[src/rtl/seven_seg_scan_ctrl.sv]
// Scan controller for a multiplexed common-anode display.
// Tear-free frame buffer, refresh prescaler, guard blanking.
`timescale 1ns/1ps
module seven_seg_scan_ctrl #(
  parameter int NUM_DIGITS    = 4,
  parameter int REFRESH_DIV   = 50000,
  parameter int GUARD         = 4,
  parameter int BLANK_LEADING = 1
) (
  input  logic                    clk,
  input  logic                    rst_n,
  input  logic                    load,
  input  logic [4*NUM_DIGITS-1:0] value,
  output logic                    load_ack,
  output logic [3:0]              nibble,
  output logic                    blank,
  output logic [NUM_DIGITS-1:0]   an,
  output logic                    frame_start
);

  localparam int CW = $clog2(REFRESH_DIV);
  localparam int IW = $clog2(NUM_DIGITS);
  localparam int DW = 4 * NUM_DIGITS;

  logic [CW-1:0]         r_presc;
  logic [IW-1:0]         r_idx;
  logic [DW-1:0]         r_pend;
  logic                  r_pend_valid;
  logic [DW-1:0]         r_disp;
  logic [NUM_DIGITS-1:0] r_an;
  logic [3:0]            r_nibble;
  logic                  r_blank;
  logic                  r_ack;
  logic                  r_fs;

  logic                  w_tick;
  logic                  w_last;
  logic                  w_bound;
  logic                  w_xfer;
  logic                  w_guard;
  logic [CW-1:0]         w_presc_nx;
  logic [IW-1:0]         w_idx_nx;
  logic                  w_pend_valid_nx;
  logic [3:0]            w_nib;
  logic                  w_zero;
  logic                  w_supp;
  logic [NUM_DIGITS-1:0] w_an;
  logic                  w_blank;

  always_comb begin
    w_tick     = (r_presc == CW'(REFRESH_DIV - 1));
    w_last     = (r_idx == IW'(NUM_DIGITS - 1));
    w_bound    = w_tick && w_last;
    w_xfer     = w_bound && r_pend_valid;
    w_guard    = (r_presc < CW'(GUARD));
    w_presc_nx = w_tick ? '0 : r_presc + 1'b1;
    w_idx_nx   = r_idx;
    if (w_tick) begin
      w_idx_nx = w_last ? '0 : r_idx + 1'b1;
    end
    // a load on the boundary tick is kept for the next frame
    w_pend_valid_nx = r_pend_valid;
    if (load) begin
      w_pend_valid_nx = 1'b1;
    end else if (w_bound) begin
      w_pend_valid_nx = 1'b0;
    end
  end

  // Walk digits from the top so w_zero means "this and all above are 0"
  always_comb begin
    w_nib  = '0;
    w_supp = 1'b0;
    w_an   = '1;
    w_zero = 1'b1;
    for (int i = NUM_DIGITS - 1; i >= 0; i--) begin
      w_zero = w_zero && (r_disp[4*i +: 4] == 4'd0);
      if (r_idx == IW'(i)) begin
        w_nib  = r_disp[4*i +: 4];
        w_supp = (BLANK_LEADING != 0) && (i != 0) && w_zero;
        if (!w_guard) begin
          w_an[i] = 1'b0;
        end
      end
    end
    w_blank = w_guard || w_supp;
  end

  always_ff @(posedge clk or negedge rst_n) begin
    if (!rst_n) begin
      r_presc      <= '0;
      r_idx        <= '0;
      r_pend       <= '0;
      r_pend_valid <= 1'b0;
      r_disp       <= '0;
      r_an         <= '1;
      r_nibble     <= '0;
      r_blank      <= 1'b1;
      r_ack        <= 1'b0;
      r_fs         <= 1'b0;
    end else begin
      r_presc      <= w_presc_nx;
      r_idx        <= w_idx_nx;
      r_pend_valid <= w_pend_valid_nx;
      if (load) begin
        r_pend <= value;
      end
      if (w_xfer) begin
        r_disp <= r_pend;
      end
      r_an     <= w_an;
      r_nibble <= w_nib;
      r_blank  <= w_blank;
      r_ack    <= w_xfer;
      r_fs     <= w_bound;
    end
  end

  assign load_ack    = r_ack;
  assign nibble      = r_nibble;
  assign blank       = r_blank;
  assign an          = r_an;
  assign frame_start = r_fs;

endmodule

[config.mk]
export PLATFORM = sky130hd
export DESIGN_NAME = seven_seg_scan_ctrl
export DESIGN_NICKNAME = d
export VERILOG_FILES = /design/src/rtl/seven_seg_scan_ctrl.sv
export SDC_FILE = /design/constraint.sdc
export NUM_CORES = 1
export LEC_CHECK = 0
export BUFFER_PORTS_ARGS = -buffer_cell sky130_fd_sc_hd__buf_2
export CAP_MARGIN = 0
export CORE_MARGIN = 5
export CORE_UTILIZATION = 45
export CTS_BUF_LIST = sky130_fd_sc_hd__clkbuf_16
export CTS_CLUSTER_DIAMETER = 100
export CTS_CLUSTER_SIZE = 8
export DETAILED_ROUTE_END_ITERATION = 10
export PLACE_DENSITY = 0.72
export REMOVE_ABC_BUFFERS = 1
export SYNTH_ARGS = -nofsm -noshare
export SYNTH_HDL_FRONTEND = slang
export SYNTH_SLANG_ARGS = --single-unit
[constraint.sdc]
create_clock -name clk -period 5.1 [get_ports clk]
set_input_delay 0.255 -clock clk [delete_from_list [all_inputs] [get_ports clk]]
set_output_delay 0.255 -clock clk [all_outputs]
set_load 0.02 [all_outputs]
Word level (Yosys, flattened, before mapping)
Cells that the tools add are included.

word-level totals
  bits of input ports = 19
  flip-flop bits (word level) = 62
  output and inout bits = 11

cells by class
  $lt $le $gt $ge = 1
  reduce and logical (&&, ||, !) cells = 10
  add/sub/neg operators = 2
  mux-type cells = 17
  eq/ne operators = 4

operators by type and width
  cell                                                  number
  adder 16 x 1 -> 16 bit (second input constant)        1
  equality test 16 bit (second input constant)          1
  < comparator 16 x 3 -> 1 bit (second input constant)  1
  two-way mux 16 bit                                    1
  two-way mux 4 bit                                     4
  zero test 4 bit                                       3
  two-way mux 1 bit                                     11
  equality test 2 bit (second input constant)           2
  logical AND 1 bit                                     4
  adder 2 x 1 -> 2 bit (second input constant)          1
  equality test 2 x 1 -> 1 bit (second input constant)  1
  zero test 2 bit                                       1
  two-way mux 2 bit                                     1
  nonzero test 2 bit                                    1
  logical OR 1 bit                                      1

Longest topological paths before layout
Gate-level depths: netlist of run 1.

  depth in word-level cells = 6
  gate-level depth with buffers = 7
  depth with buffers taken out = 6

Worst setup path after synthesis of run 1
No wires, ideal clock.

  kind = reg-to-reg
  start = register r_presc[11]
  end = register r_disp[0]
  clock period less this slack = 2,099 ps
  slack = 3,001 ps
  library setup time = 125 ps
  arrival = 1,974 ps
  path buffers = 2
  stages on the path, launching flop included = 7
  required time = 4,975 ps
  cells stage by stage = dfrtp_1 -> or4_4 -> nor4_4 -> and4_1 -> buf_6 -> buf_12 -> mux2_4

on the way
  longest elaborated chain between the ends = 3

RTL lines
  what                      line  RTL
  start: declaration        25    logic [CW-1:0] r_presc;
  start signal: assignment  102   r_presc <= w_presc_nx;
  equality test 16 bit      51    w_tick = (r_presc == CW'(REFRESH_DIV - 1));
  logical AND 1 bit         53    w_bound = w_tick && w_last;
  logical AND 1 bit         54    w_xfer = w_bound && r_pend_valid;
  via w_xfer                39    logic w_xfer;
  end signal: assignment    109   r_disp <= r_pend;
  end: declaration          29    logic [DW-1:0] r_disp;

The timed path passes the listed nets, and every way through them passes these cells.
A chain may end at the register's enable or synchronous reset.

Worst setup path after layout of run 1
  start = register r_presc[0]
  end = register r_disp[8]

on the way
  longest elaborated chain between the ends = 3

RTL lines
  what                  line
  equality test 16 bit  51
  logical AND 1 bit     53
  logical AND 1 bit     54

No other way between the ends.

==> results.md, run 1 <==
* Core area at 0.00585 sq mm
* Maxcap violations at 0
* Synth Instances at 209
* Cell Chain, Critical Path: ha_1, nand3_1, nor3_1, and4_1, mux2_2
* Worst reg2reg setup slack at 2.41 ns
* Antenna Nets Post-Route at 0
* I/O pins at 30
* # port buffers at 29
* Placed insts at 306
* Worst-skew pair later-pin latency at 0.32 ns
* Clock Power Share at 0.536
* Hpwl dp at 3170 microns
* Tightest Pin Transition at 0.910 ns
* Total Wirelength at 4720 microns
* Syn_area_per_cell at 12.8 sq um
* Ys Warns at 0
* Async SR Flop Fraction at 1.00
* DR pass1 iterations at 4
* Routed len/inst at 14.7 microns
* Mapped Area at 0.00268 sq mm
* R2R depth at 5
* Reg2Reg Launch Point: r_presc[0]$_DFF_PN0_
* Final nets at 266
* Post_cts resized at 0
* Req. time, crit path at 5.31 ns
* Min-Delay Path Class: primary input to asynchronous set/reset pin
* Setup TNS at 0 ns
* DIE AREA at 0.00759 sq mm
* Area grow syn2layout at 18.9%
* Net Sw Frac at 0.195
* Critical path class: register to register
* Diode count at 0
* Largest stage delay on the critical path at 0.88 ns
* H-tree Lvls at 3
* CP endpoint kind: register
* Internal power at 946 uW
* Clk buf depth at 2
* Worst vdd ir at 0.221 mV
* Setup crit start kind: register
* Final Hold Fails at 0
* Final clock skew at 0.00527 ns
* Primary FF master, synth: dfrtp_1
* Clk sinks at 62
* Slew Viols, Final at 0
* DRT iter0 DRCs at 95
* Sequential area share after synthesis at 0.582
* Slowest stage cell, crit path: and4_1
* Layout cell share with drive strength beyond 1 at 0.356
* Initial Util at 0.457
* Unrepaired setup endpoints after global routing: false
* Max Clock Freq at 371 MHz
* Min Tclk post-route at 2.69 ns
* Critical path arrival at 2.90 ns
* EDFF count, synth at 0
* Final period util at 0.528
* Post-route setup slack at 2.41 ns
* Worst slack at placement at 2.41 ns
* Flop pwr share at 0.436
* Cell Rows at 28
* Root Driver: clkbuf_16
* Die W at 87.1 microns
* Finish-stage setup viols at 0
* Power Density at 369 mW/mm^2
* CTS tree: built
* Outcome: finished, final reports clean
* Max_slew headroom at 0.393
* R2R Path End: r_disp[8]$_DFFE_PN0P_
* Combinational Power Share at 0.028
* Net switching power figure at 229 uW
* Clock-pin slew of the registers on the worst-case setup and hold paths at 0.05 ns
* Vias at 1649
* Hold buffer count at cts at 0
* Distinct cell type count after synthesis at 36
* Leak pwr at 1.46 nW
* Largest net degree at the start of global routing at 63
* Final Non-Filler Cells at 322
* Remaining Overflow, GRT at 0
* CP Max Fanout at 17
* Routability cong. at 0.864
* CTS buffer count at 9
* First-pass GRT wire length at 8160 microns
* Total Routing Usage GR at 0.142
* # Post-CTS Setup Buffers at 0
* Vert. Die Dim at 87.1 microns
* Vias in the first global route at 1662
* Initial antenna violation count at 0
* Yosys reg bits at 62
* DRC violations left at 0
* Vias per inst at 5.12
## critical path: cells and delay by family, from the launching register on
kind                     cells  cell delay [ns]
AND/OR/NAND/NOR              3             1.49
flip-flops                   1             0.40
multiplexers                 1             0.42
adder cells (fa/ha/maj)      1             0.25
## layout by cell type (no fill, tap or decap), types with 2 or more instances in the layout
| master | n |
|---|---|
| bufinv_16 | 2 |
| mux2_2 | 24 |
| nand3b_1 | 2 |
| ha_1 | 5 |
| xor2_1 | 7 |
| dfstp_2 | 5 |
| xnor2_1 | 6 |
| inv_1 | 4 |
| o21ai_0 | 6 |
| o31ai_1 | 2 |
| mux2_4 | 9 |
| nor2_1 | 11 |
| dfrtp_1 | 57 |
| nand3_1 | 12 |
| nor3_1 | 4 |
| buf_2 | 29 |
| clkinv_2 | 2 |
| nand4_1 | 3 |
| clkbuf_16 | 9 |
| a21oi_1 | 7 |
| and4_1 | 3 |
| nand2_1 | 15 |
| nor2b_1 | 3 |
| clkinvlp_4 | 2 |
| nor4_1 | 5 |
## synth_stat cells, types with 5 or more instances
cell | number | share of area
a21oi_1 | 7 | 0.013
dfrtp_1 | 57 | 0.53
dfstp_2 | 5 | 0.049
ha_1 | 5 | 0.023
mux2_2 | 24 | 0.10
mux2_4 | 9 | 0.050
nand2_1 | 15 | 0.021
nand3_1 | 12 | 0.022
nor2_1 | 11 | 0.015
nor4_1 | 5 | 0.012
o21ai_0 | 6 | 0.011
xnor2_1 | 6 | 0.020
xor2_1 | 7 | 0.023
## through the flow
step / cell area [sq um] / util / hold slack (ns) / total power [mW]
after floorplan: 2620 / - / -0.0406 / 0.532
after global placement: 2870 / 0.490 / 0.460 / 0.553
after detailed placement: 2870 / 0.490 / 0.460 / 0.555
after CTS: 3180 / 0.544 / 0.114 / 1.19
after global routing: 3180 / 0.544 / 0.148 / 1.22
final: 3180 / 0.544 / 0.0701 / 1.17
## power groups by stage
| stage | Sequential (mW) | Clock, mW | Combinational [mW] |
|---|---|---|---|
| detailed placement | 0.521 | 0 | 0.0339 |
| global placement | 0.520 | 0 | 0.0328 |
| finish | 0.512 | 0.630 | 0.0326 |
| global route | 0.514 | 0.667 | 0.0373 |
| floorplan | 0.518 | 0 | 0.0138 |
| CTS | 0.512 | 0.644 | 0.0342 |
## state kept, by name (all words and copies together), names as in the netlist
name          count
r_disp           16
load_ack          1
frame_start       1
nibble            4
r_presc          16
blank             1
an                4
r_pend           16
r_idx             2
r_pend_valid      1
## worst max-delay path by stage
| stage | depth (start not counted) | slack (ns) | start | to |
|---|---|---|---|---|
| floorplan | 4 | 2.70 | r_presc[11]$_DFF_PN0_ | r_disp[2]$_DFFE_PN0P_ |
| global placement | 4 | 2.51 | r_presc[11]$_DFF_PN0_ | r_disp[3]$_DFFE_PN0P_ |
| detailed placement | 4 | 2.41 | r_presc[11]$_DFF_PN0_ | r_disp[5]$_DFFE_PN0P_ |
| CTS | 4 | 2.40 | r_presc[11]$_DFF_PN0_ | r_disp[8]$_DFFE_PN0P_ |
| global route | 5 | 2.18 | r_presc[0]$_DFF_PN0_ | r_disp[8]$_DFFE_PN0P_ |
| finish | 5 | 2.41 | r_presc[0]$_DFF_PN0_ | r_disp[8]$_DFFE_PN0P_ |
## final cells by class
| class | instances | area [sq um] |
|---|---|---|
| Timing Repair Buffer | 30 | 153 |
| Inverter | 4 | 15.0 |
| Clock inverter | 7 | 88.8 |
| Sequential cell | 62 | 1560 |
| Multi-Input combinational cell | 135 | 1050 |
| Tap cell | 75 | 93.8 |
| Fill cell | 486 | 2670 |
| Clock buffer | 9 | 225 |
## layer usage
layer  GRT usage  share of wire
met4      0.0697          0.024
met2       0.193           0.43
met3      0.0549          0.060
met5           0              0
met1       0.199           0.48
## logic make-up after synthesis
kind of cell / count (synthesis) / share of synthesized area
buffers and inverters: 12 / 0.0262
flip-flops: 62 / 0.582
AO/OA/AOI/OAI: 18 / 0.0393
XOR/XNOR: 13 / 0.0425
AND/OR/NAND/NOR: 66 / 0.135
multiplexers: 33 / 0.151
adder cells (fa/ha/maj): 5 / 0.0234
(Power assumes the default switching activity.)
==> inputs of run 2 (changes only) <==
- clock period: 5.1 -> 2.55 ns (I/O delays scaled with it)
==> run 2 against run 1 <==
Count of clock-buffer cells in the layout is the same. Clock power grew 98%. Clock skew barely moved. Sequential share of layout area shrank 0.70 points. Final area is 1.5% higher. Final cell count rose by 1.2%. Flip-flop and latch count did not move. Wire length is 3.4% higher. Critical path type unchanged. Largest power group unchanged.
==> results.md, run 2 (synthesized netlist as in run 1, its figures left out) <==
* R2R depth at 5 (unchanged)
* Leading cell type in the layout, fill and taps excluded: dfrtp_1
* Unrepaired setup endpoints after global routing: false
* CTS tree: built
* H-tree Lvls at 3 (unchanged)
* Largest net degree at the start of global routing at 63 (unchanged)
* Final nets at 270 (+1.5%)
* Cell Rows at 28 (unchanged)
* Hold depth at 2
* CP endpoint kind: register
* Clk sinks at 62 (unchanged)
* Outcome: finished, final reports clean
* Vias at 1648 (-0.061%)
* Setup crit start kind: register
* Vias per inst at 5.06 (-1.3%)
* Initial antenna violation count at 0 (unchanged)
* Routed len/inst at 15.0 microns (+2.1%)
* Req. time, crit path at 2.75 ns (-2.56 ns)
* Final Hold Fails at 0 (unchanged)
* Setup TNS at 0 ns (unchanged)
* Core area at 0.00585 sq mm (unchanged)
* Max_slew headroom at 0.739 (+0.346)
* Min Tclk post-route at 2.12 ns (-0.573 ns)
* Final clock skew at 0.00550 ns (+0.000233 ns)
* DRT iter0 DRCs at 146 (+54%)
* CTS buffer count at 9 (unchanged)
* # port buffers at 29 (unchanged)
* DR pass1 iterations at 4 (unchanged)
* Layout cell share with drive strength beyond 1 at 0.359 (+0.00229)
* CP Max Fanout at 17 (unchanged)
* Finish-stage setup viols at 0 (unchanged)
* DIE AREA at 0.00759 sq mm (unchanged)
* Leak pwr at 1.49 nW (+2.4%)
* Min-Delay Path Class: primary input to register
* Maxcap violations at 0 (unchanged)
* Die W at 87.1 microns (unchanged)
* First-pass GRT wire length at 8690 microns (+6.5%)
* Clk buf depth at 2 (unchanged)
* Biggest regs: r_disp: 16 flops, r_pend: 16 flops, r_presc: 16 flops
* Total Routing Usage GR at 0.151 (+0.00873)
* Initial Util at 0.457 (unchanged)
* Vias in the first global route at 1784 (+7.3%)
* Critical path arrival at 2.32 ns (-0.58 ns)
* Total Wirelength at 4880 microns (+3.4%)
* Max Clock Freq at 472 MHz (+27%)
* I/O pins at 30 (unchanged)
* Final period util at 0.831 (+0.303)
* Antenna Nets Post-Route at 0 (unchanged)
* Worst vdd ir at 0.484 mV (+120%)
* Tightest Pin Transition at 0.391 ns (-0.519 ns)
* Vert. Die Dim at 87.1 microns (unchanged)
* Critical path class: register to register
* Area grow syn2layout at 20.6%
* Diode count at 0 (unchanged)
* Most frequent cells in the layout: dfrtp_1 (57), buf_2 (29), mux2_2 (24)
* Clock-pin slew of the registers on the worst-case setup and hold paths at 0.05 ns (about the same)
* Hpwl dp at 3370 microns (+6.6%)
* Routability cong. at 0.782 (-9.4%)
* Fin util at 0.552 (+0.00791)
* # Post-CTS Setup Buffers at 0 (unchanged)
* Worst-skew pair later-pin latency at 0.32 ns (about the same)
* DRC violations left at 0 (unchanged)
* Power Density at 728 mW/mm^2 (+97%)
* Slew Viols, Final at 0 (unchanged)
* Remaining Overflow, GRT at 0 (unchanged)
* Root Driver: clkbuf_16
-- run 2: worst max-delay path: stages, from the launching register on --
cell     delay, ns
dfrtp_1       0.43
or4_4         0.55
nor4_4        0.15
and4_1        0.21
buf_4         0.28
mux2_2        0.38
-- run 2: metrics by stage --
| stage | std cells | setup WS, ns | instance area (sq um) | total power, mW | hold WS [ns] |
|---|---|---|---|---|---|
| global route | 326 | 0.339 | 3230 | 2.44 | 0.0193 |
| global placement | 309 | 0.474 | 2900 | 1.11 | 0.159 |
| floorplan | 201 | 0.154 | 2620 | 1.06 | -0.168 |
| detailed placement | 309 | 0.434 | 2900 | 1.11 | 0.164 |
| finish | 326 | 0.430 | 3230 | 2.35 | 0.0335 |
| CTS | 326 | 0.421 | 3230 | 2.38 | 0.0190 |
-- run 2: final cells by class --
type	instances	area, sq um
clock inverter	7	90.1
fill	498	2620
timing repair buffer	34	198
tap	75	93.8
clock buffer	9	225
sequential	62	1560
multi-input combinational	135	1050
inverter	4	15.0
-- run 2: final timing paths --
path | to | from | slack [ns]
max | r_disp[6]$_DFFE_PN0P_ | r_presc[11]$_DFF_PN0_ | 0.43
min | r_pend[3]$_DFFE_PN0P_ | value[3] | 0.03
max reg2reg | r_disp[6]$_DFFE_PN0P_ | r_presc[11]$_DFF_PN0_ | 0.43
min reg2reg | blank$_DFF_PN1_ | r_disp[15]$_DFFE_PN0P_ | 0.48
max in group asynchronous | an[1]$_DFF_PN1_ | rst_n | 1.89
min in group asynchronous | r_presc[1]$_DFF_PN0_ | rst_n | 0.34
-- run 2: report_power, final --
group / switching, mW / total [mW] / leakage, nW / internal [mW]
logic: 0.0328 / 0.0697 / 0.544 / 0.0369
clock network: 0.407 / 1.25 / 0.158 / 0.848
registers: 0.0142 / 1.03 / 0.793 / 1.01
total: 0.454 / 2.35 / 1.49 / 1.90
-- run 2: timing repair --
| action | in CTS | in global routing |
|---|---|---|
| hold buffers | 1 | 0 |
| gates resized for setup | 0 | 0 |
| endpoints found under the hold margin | 57 | 0 |
| endpoints found under the setup margin | 0 | 0 |
-- run 2: layer usage --
layer | vias up | track usage | wire length [microns]
met2 | 37 | 0.219 | 2270
met5 | - | 0 | 0
met1 | 795 | 0.201 | 2310
li1 | 810 | - | -
met3 | 6 | 0.0530 | 230
met4 | 0 | 0.0753 | 71
